==> config.mk <==
export PLATFORM = sky130hd
export DESIGN_NAME = s_mem_reader
export DESIGN_NICKNAME = d
export VERILOG_FILES = /design/src/rtl/s_mem_pkg.sv /design/src/rtl/s_mem_reader.sv
export SDC_FILE = /design/constraint.sdc
export NUM_CORES = 1
export LEC_CHECK = 0
export BUFFER_PORTS_ARGS = -buffer_cell sky130_fd_sc_hd__buf_4
export CELL_PAD_IN_SITES_DETAIL_PLACEMENT = 0
export CELL_PAD_IN_SITES_GLOBAL_PLACEMENT = 1
export CORE_MARGIN = 3
export CORE_UTILIZATION = 36
export CTS_CLUSTER_DIAMETER = 30
export DETAILED_ROUTE_END_ITERATION = 10
export GPL_TIMING_DRIVEN = 0
export HOLD_SLACK_MARGIN = 0.02
export PLACE_DENSITY_LB_ADDON = 0.3
export SETUP_SLACK_MARGIN = 0.15
export SLEW_MARGIN = 0
export SYNTH_ARGS = -nofsm -noshare
export SYNTH_HDL_FRONTEND = slang
export SYNTH_SLANG_ARGS = --single-unit
export TNS_END_PERCENT = 50
==> constraint.sdc <==
create_clock -name clk -period 1.68 [get_ports clk]
set_input_delay 0.252 -clock clk [delete_from_list [all_inputs] [get_ports clk]]
set_output_delay 0.252 -clock clk [all_outputs]
set_load 0.1 [all_outputs]
==> src/rtl/s_mem_pkg.sv <==
// Shared types and sizing for the S-memory initialiser and reader.
package s_mem_pkg;

  typedef enum logic [1:0] {
    IDLE = 2'd0,
    READ = 2'd1,
    WAIT = 2'd2,
    HOLD = 2'd3
  } rd_state_t;

  localparam int S_DEPTH  = 256;
  localparam int S_ADDR_W = 8;
  localparam int S_DATA_W = 8;
  localparam int S_RD_LAT = 1;

  // Width of a counter that must reach lat-1; never narrower than one bit.
  function automatic int lat_width(input int lat);
    return (lat > 1) ? $clog2(lat) : 1;
  endfunction

endpackage

==> src/rtl/s_mem_reader.sv <==
// Streams s_mem[0..DEPTH-1] out on a valid/ready port, started by the en/rdy handshake.
// Optional READER_CHECK_EN build adds a sticky err/err_addr self-check (rddata vs. address).
module s_mem_reader
  import s_mem_pkg::*;
#(
  parameter int DEPTH  = S_DEPTH,
  parameter int ADDR_W = S_ADDR_W,
  parameter int DATA_W = S_DATA_W,
  parameter int RD_LAT = S_RD_LAT
) (
  input  logic              clk,
  input  logic              rst_n,
  input  logic              en,
  output logic              rdy,
  output logic [ADDR_W-1:0] addr,
  output logic              wren,
  input  logic [DATA_W-1:0] rddata,
  output logic [DATA_W-1:0] out_data,
  output logic              out_valid,
  input  logic              out_ready,
  output logic              out_last
`ifdef READER_CHECK_EN
  ,
  output logic              err,
  output logic [ADDR_W-1:0] err_addr
`endif
);

  localparam int LAT_W = lat_width(RD_LAT);
  localparam logic [ADDR_W-1:0] LAST_ADDR = ADDR_W'(DEPTH - 1);
  localparam logic [LAT_W-1:0]  LAT_END   = LAT_W'(RD_LAT - 1);

  rd_state_t         state_q, state_d;
  logic              rdy_q, rdy_d;
  logic [ADDR_W-1:0] addr_q, addr_d;
  logic [LAT_W-1:0]  lat_q, lat_d;
  logic [DATA_W-1:0] data_q, data_d;
  logic              valid_q, valid_d;
  logic              last_q, last_d;
  logic              start_s;
  logic              capture_s;

  // Next-state and output-register logic for the read walk.
  always_comb begin
    state_d   = state_q;
    addr_d    = addr_q;
    lat_d     = lat_q;
    data_d    = data_q;
    valid_d   = valid_q;
    last_d    = last_q;
    start_s   = 1'b0;
    capture_s = 1'b0;
    case (state_q)
      IDLE: begin
        if (en) begin
          start_s = 1'b1;
          addr_d  = {ADDR_W{1'b0}};
          lat_d   = {LAT_W{1'b0}};
          state_d = READ;
        end else begin
          state_d = IDLE;
        end
      end
      READ: begin
        state_d = WAIT;
      end
      WAIT: begin
        if (lat_q == LAT_END) begin
          capture_s = 1'b1;
          data_d    = rddata;
          valid_d   = 1'b1;
          last_d    = (addr_q == LAST_ADDR);
          state_d   = HOLD;
        end else begin
          lat_d = lat_q + LAT_W'(1);
        end
      end
      HOLD: begin
        if (valid_q && out_ready) begin
          valid_d = 1'b0;
          if (last_q) begin
            last_d  = 1'b0;
            addr_d  = {ADDR_W{1'b0}};
            state_d = IDLE;
          end else begin
            addr_d  = addr_q + ADDR_W'(1);
            lat_d   = {LAT_W{1'b0}};
            state_d = READ;
          end
        end else begin
          state_d = HOLD;
        end
      end
      default: begin
        state_d = IDLE;
        addr_d  = {ADDR_W{1'b0}};
        lat_d   = {LAT_W{1'b0}};
        valid_d = 1'b0;
        last_d  = 1'b0;
      end
    endcase
    // rdy is registered so it tracks the state being entered, not the current one.
    rdy_d = (state_d == IDLE);
  end

  // State and output registers.
  always_ff @(posedge clk or negedge rst_n) begin
    if (!rst_n) begin
      state_q <= IDLE;
      rdy_q   <= 1'b1;
      addr_q  <= {ADDR_W{1'b0}};
      lat_q   <= {LAT_W{1'b0}};
      data_q  <= {DATA_W{1'b0}};
      valid_q <= 1'b0;
      last_q  <= 1'b0;
    end else begin
      state_q <= state_d;
      rdy_q   <= rdy_d;
      addr_q  <= addr_d;
      lat_q   <= lat_d;
      data_q  <= data_d;
      valid_q <= valid_d;
      last_q  <= last_d;
    end
  end

  assign rdy       = rdy_q;
  assign addr      = addr_q;
  assign wren      = 1'b0;
  assign out_data  = data_q;
  assign out_valid = valid_q;
  assign out_last  = last_q;

`ifdef READER_CHECK_EN
  logic              err_q, err_d;
  logic [ADDR_W-1:0] err_addr_q, err_addr_d;

  // Records only the first word whose content differs from its own address.
  always_comb begin
    err_d      = err_q;
    err_addr_d = err_addr_q;
    if (start_s) begin
      err_d      = 1'b0;
      err_addr_d = {ADDR_W{1'b0}};
    end else if (capture_s && !err_q && (rddata != DATA_W'(addr_q))) begin
      err_d      = 1'b1;
      err_addr_d = addr_q;
    end else begin
      err_d      = err_q;
      err_addr_d = err_addr_q;
    end
  end

  // Sticky error registers.
  always_ff @(posedge clk or negedge rst_n) begin
    if (!rst_n) begin
      err_q      <= 1'b0;
      err_addr_q <= {ADDR_W{1'b0}};
    end else begin
      err_q      <= err_d;
      err_addr_q <= err_addr_d;
    end
  end

  assign err      = err_q;
  assign err_addr = err_addr_q;
`endif

endmodule

# Word level (Yosys, flattened, before mapping)
# Cells that the tools add are included.
# word_totals
reg_bits,22
input_bits,12
# op_classes
addsub,2
eq_ne,8
n_bitwise,1
muxes,19
n_reduce_logical,10
# ops
operator,n
8-bit 2-to-1 mux,3
8-bit one-hot mux with 2 select lines,1
1-bit 2-to-1 mux,9
"8-bit by 1-bit adder with 8-bit output, second input constant",1
"8-bit == test, second input constant",1
"2-bit != test, second input constant",4
2-bit one-hot mux with 4 select lines,1
3-bit AND reduction,2
"2-bit == test, second input constant",2
2-bit logical NOT,2
2-bit 2-to-1 mux,2
1-bit one-hot mux with 2 select lines,2
4-bit AND reduction,1
2-bit nonzero test,2
1-bit one-hot mux with 3 select lines,1
3-bit nonzero test,1
"2-bit by 1-bit == test with 1-bit output, second input constant",1
2-bit AND reduction,1
"1-bit adder, second input constant",1
1-bit logical AND,1
1-bit inverter,1

# Longest topological paths before layout
# logic_depth
word_depth,4
ltp_mapped,5
depth_no_buf,5

# Least setup slack after synthesis
# Ideal clock, no wire load.
# synth_timing
kind,flip-flop to flip-flop
from,register last_q (netlist: out_last)
to,register addr_q[4] (netlist: addr[4])
t_arrival_ps,1890
required_time_ps,1611
setup_slack_ps,-279
n_path_buf,0
stages_incl_launch_ff,5
path_cell_list,dfrtp_1 -> nand3b_2 -> or2_4 -> or3b_1 -> nand2_1
# synth_via
elab_chain_len,3
# synth_rtl
item,line,rtl
start: declaration,s_mem_reader.sv:39,"logic last_q, last_d;"
start signal: assignment,s_mem_reader.sv:123,last_q <= last_d;
8-bit 2-to-1 mux,s_mem_reader.sv:81,if (last_q) begin
8-bit 2-to-1 mux,s_mem_reader.sv:79,if (valid_q && out_ready) begin
8-bit one-hot mux with 2 select lines,s_mem_reader.sv:53,case (state_q)
end signal: assignment,s_mem_reader.sv:111,addr_q <= {ADDR_W{1'b0}};
end signal: assignment,s_mem_reader.sv:119,addr_q <= addr_d;
end: declaration,s_mem_reader.sv:35,"logic [ADDR_W-1:0] addr_q, addr_d;"
# No other way between the ends. The select of a mux whose other input is x is not followed.
# A chain may end at the register's enable or synchronous reset.

# Worst setup path in the final report
# Same ends and word-level chain as after synthesis.

==> parameters.txt <==
Parameter                              Value

Synth
  Synthesized Nets    96
  Mean instance size in the synthesized netlist    ~11 um^2
  Xor and xnor fraction of the mapped netlist area    0%
  Fraction of synthesized area in multiplexers    9.65%
  Number of different library cells in the post-synthesis netlist    29
  Mapped Area    ~930 um^2
  Dominant combinational cell family by area after synthesis    simple AND/OR/NAND/NOR gates
  Syn Inst Count    just over 80
  Synthesized-area fraction occupied by adder cells    1.34%
  Area share of and/or/nand/nor cells after synthesis    roughly 16%
  Yosys warning total    0
  Register area share after synthesis    56.4%
  Compound-cell area share of the yosys netlist    between 10% and 20%
  #FFs+latches synth    21

Critical path
  Data required time of the critical path    roughly 1.9 ns
  Largest driver fanout on the critical path    9
  Worst Setup End Kind    flip-flop
  Kind of critical path    flip-flop to flip-flop
  Worst Setup Start Kind    flip-flop
  Data arrival at the endpoint of the critical path    around 1.7 ns

Status
  Result of the run    complete, no violations

Cells and area
  Final cell area excluding filler cells    ~1300 um^2
  Area growth, synth to finish    36.3%
  Commonest non-fill, non-tap cells in the layout    sky130_fd_sc_hd__buf_4, sky130_fd_sc_hd__o21ai_0, sky130_fd_sc_hd__dfrtp_1
  Share of cells above drive strength 1    between 50% and 60%
  Antenna diode instance count    0
  Fin nets    132
  Final non-filler cell total    between 100 and 150
  Most frequent standard cell in the layout excluding fill and tap cells    sky130_fd_sc_hd__buf_4

Detailed routing
  Wire length after detailed routing    about 2 mm
  First-pass iteration count of the detailed router    4
  DRC viols    0
  Via density per instance    5.14
  DRT iter0 DRCs    4
  DR WL/cell    roughly 14 um
  ANT nets after route    0
  DR vias    751

Floorplan
  Core Rows    17
  Width of the die    between 50 and 60 um
  Die Outline Area    3240 um^2
  Initial Utilization    around two fifths
  I/O pin total    32
  Standard cell core area    between 2000 and 2500 um^2
  Height of the chip    56.9 um

STA
  Final number of setup-violating endpoints    0
  Setup skew after layout    approximately 0.0038 ns
  Final clock period utilization by the worst path    between 80% and 90%
  Maximum operating frequency    roughly 670 MHz
  Unrepaired setup endpoints after global routing    false
  Final Slew Violations    0
  Setup Total Neg Slack    0 ns
  Final hold violation count    0
  Post-layout min period    1.49 ns

Global route
  Wire length of the first global-routing pass    between 3 and 4 mm
  Initial antenna violation count    0
  Global router's overall resource usage    a little over an eighth
  Final global-route overflow total    0
  Vias in the first global route    754
  Pin count of the biggest net entering global routing    22

CTS
  Root buffer cell    sky130_fd_sc_hd__clkbuf_4
  Number of CTS-inserted buffers    3
  Clock Sink Count    21
  TritonCTS clock tree    yes
  Longest Clk Path Bufs    2
  Insertion delay to the later sink of the worst-skew pair    slightly above 0.3 ns
  Clock slew seen by the registers of the worst setup and hold paths    about 0.12 ns
  H-tree depth reported by CTS    1

Placed design
  Detail Placement HPWL    about 1.5 mm
  Gpl congestion    approximately 0.74
  Number of buffers added on ports    30
  Placement-stage cell area    around 1200 um^2
  Cell count after placement    ~140

Flow run
  Count of max-cap constraint violations    0

Hold path
  Classification of the worst-slack hold path    primary input to flip-flop
-- logic make-up (layout without fill, tap and decap cells) --
| kind of cell | after synthesis | in the layout |
|---|---|---|
| AOI/OAI and AO/OA | 21 | 21 |
| other | 1 | 1 |
| buffers and inverters | 5 | 40 |
| muxes | 8 | 8 |
| DFF | 21 | 21 |
| and+or+nand+nor | 26 | 26 |
| adders and majority gates | 1 | 1 |
-- cell usage after synthesis (all sizes together) --
library cell | n | share of area, %
a21o | 1 | 0.80
a21oi | 1 | 0.54
a31oi | 1 | 0.67
a41oi | 1 | 0.94
and2 | 1 | 0.67
and2b | 1 | 0.94
and3 | 2 | 1.3
buf | 3 | 1.9
clkbuf | 1 | 0.40
conb | 1 | 0.40
dfrtp | 20 | 54
dfstp | 1 | 2.8
ha | 1 | 1.3
inv | 1 | 0.40
mux2 | 8 | 9.7
nand2 | 7 | 2.8
nand2b | 3 | 2.0
nand3 | 2 | 1.1
nand3b | 2 | 2.0
nand4 | 2 | 1.3
nor2 | 4 | 1.6
o21a | 2 | 1.6
o21ai | 11 | 5.9
o31ai | 3 | 2.4
o41ai | 1 | 0.94
or2 | 1 | 0.94
or3b | 1 | 0.94
-- metrics by stage --
step / util, % / hold slack (ns) / worst slack [ns]
after floorplan: - / -0.0436 / 0.0900
after global placement: 52.4 / 0.147 / 0.204
after detailed placement: 52.4 / 0.153 / 0.209
after CTS: 54.0 / 0.162 / 0.183
after global routing: 54.4 / 0.148 / 0.152
final: 54.4 / 0.167 / 0.189
-- worst max-delay path, stage by stage (launching register included) --
cell and delay, ns:
sky130_fd_sc_hd__dfrtp_4 0.51, sky130_fd_sc_hd__nand3b_4 0.22, sky130_fd_sc_hd__or2_4 0.31, sky130_fd_sc_hd__or3b_1 0.35, sky130_fd_sc_hd__nand2_1 0.06
-- state kept, by name (all words and copies together) (netlist names) --
register / cells
addr: 8
out_data: 8
state_q: 2
out_last: 1
out_valid: 1
rdy: 1
-- worst paths after layout --
check	start	endpoint	slack, ns	cells past startpoint
min reg2reg	addr[5]$_DFFE_PN0P_	addr[5]$_DFFE_PN0P_	0.49	1
max reg2reg	out_last$_DFFE_PN0P_	addr[4]$_DFFE_PN0P_	0.19	4
max	out_last$_DFFE_PN0P_	addr[4]$_DFFE_PN0P_	0.19	4
min	rddata[2]	out_data[2]$_DFFE_PN0P_	0.17	2
max in group asynchronous	rst_n	rdy$_DFF_PN1_	1.06	2
min in group asynchronous	rst_n	out_data[0]$_DFFE_PN0P_	0.34	2
-- cell type report --
cell class	count	area, um^2
Fill cell	220	1070
Sequential cell	21	553
Multi-Input combinational cell	57	398
Timing Repair Buffer	31	235
Tap cell	28	35.0
Clock buffer	4	26.3
Buffer	4	21.3
Inverter	1	3.75
-- what timing repair did --
action,in CTS,in global routing
gates resized for setup,0,4
hold buffers,1,0
endpoints found under the hold margin,20,0
endpoints found under the setup margin,0,3
setup buffers,0,0
-- metal layers --
metal  share of wire (%)  GRT usage, %
met1                  42          15.5
met2                  52          24.6
met3                 5.0          4.83
met4                0.78          2.98
met5                   0             0
Power is left out: the tool's default activity adds up to more than one toggle a clock period on the data nets, which glitch-free logic cannot reach.
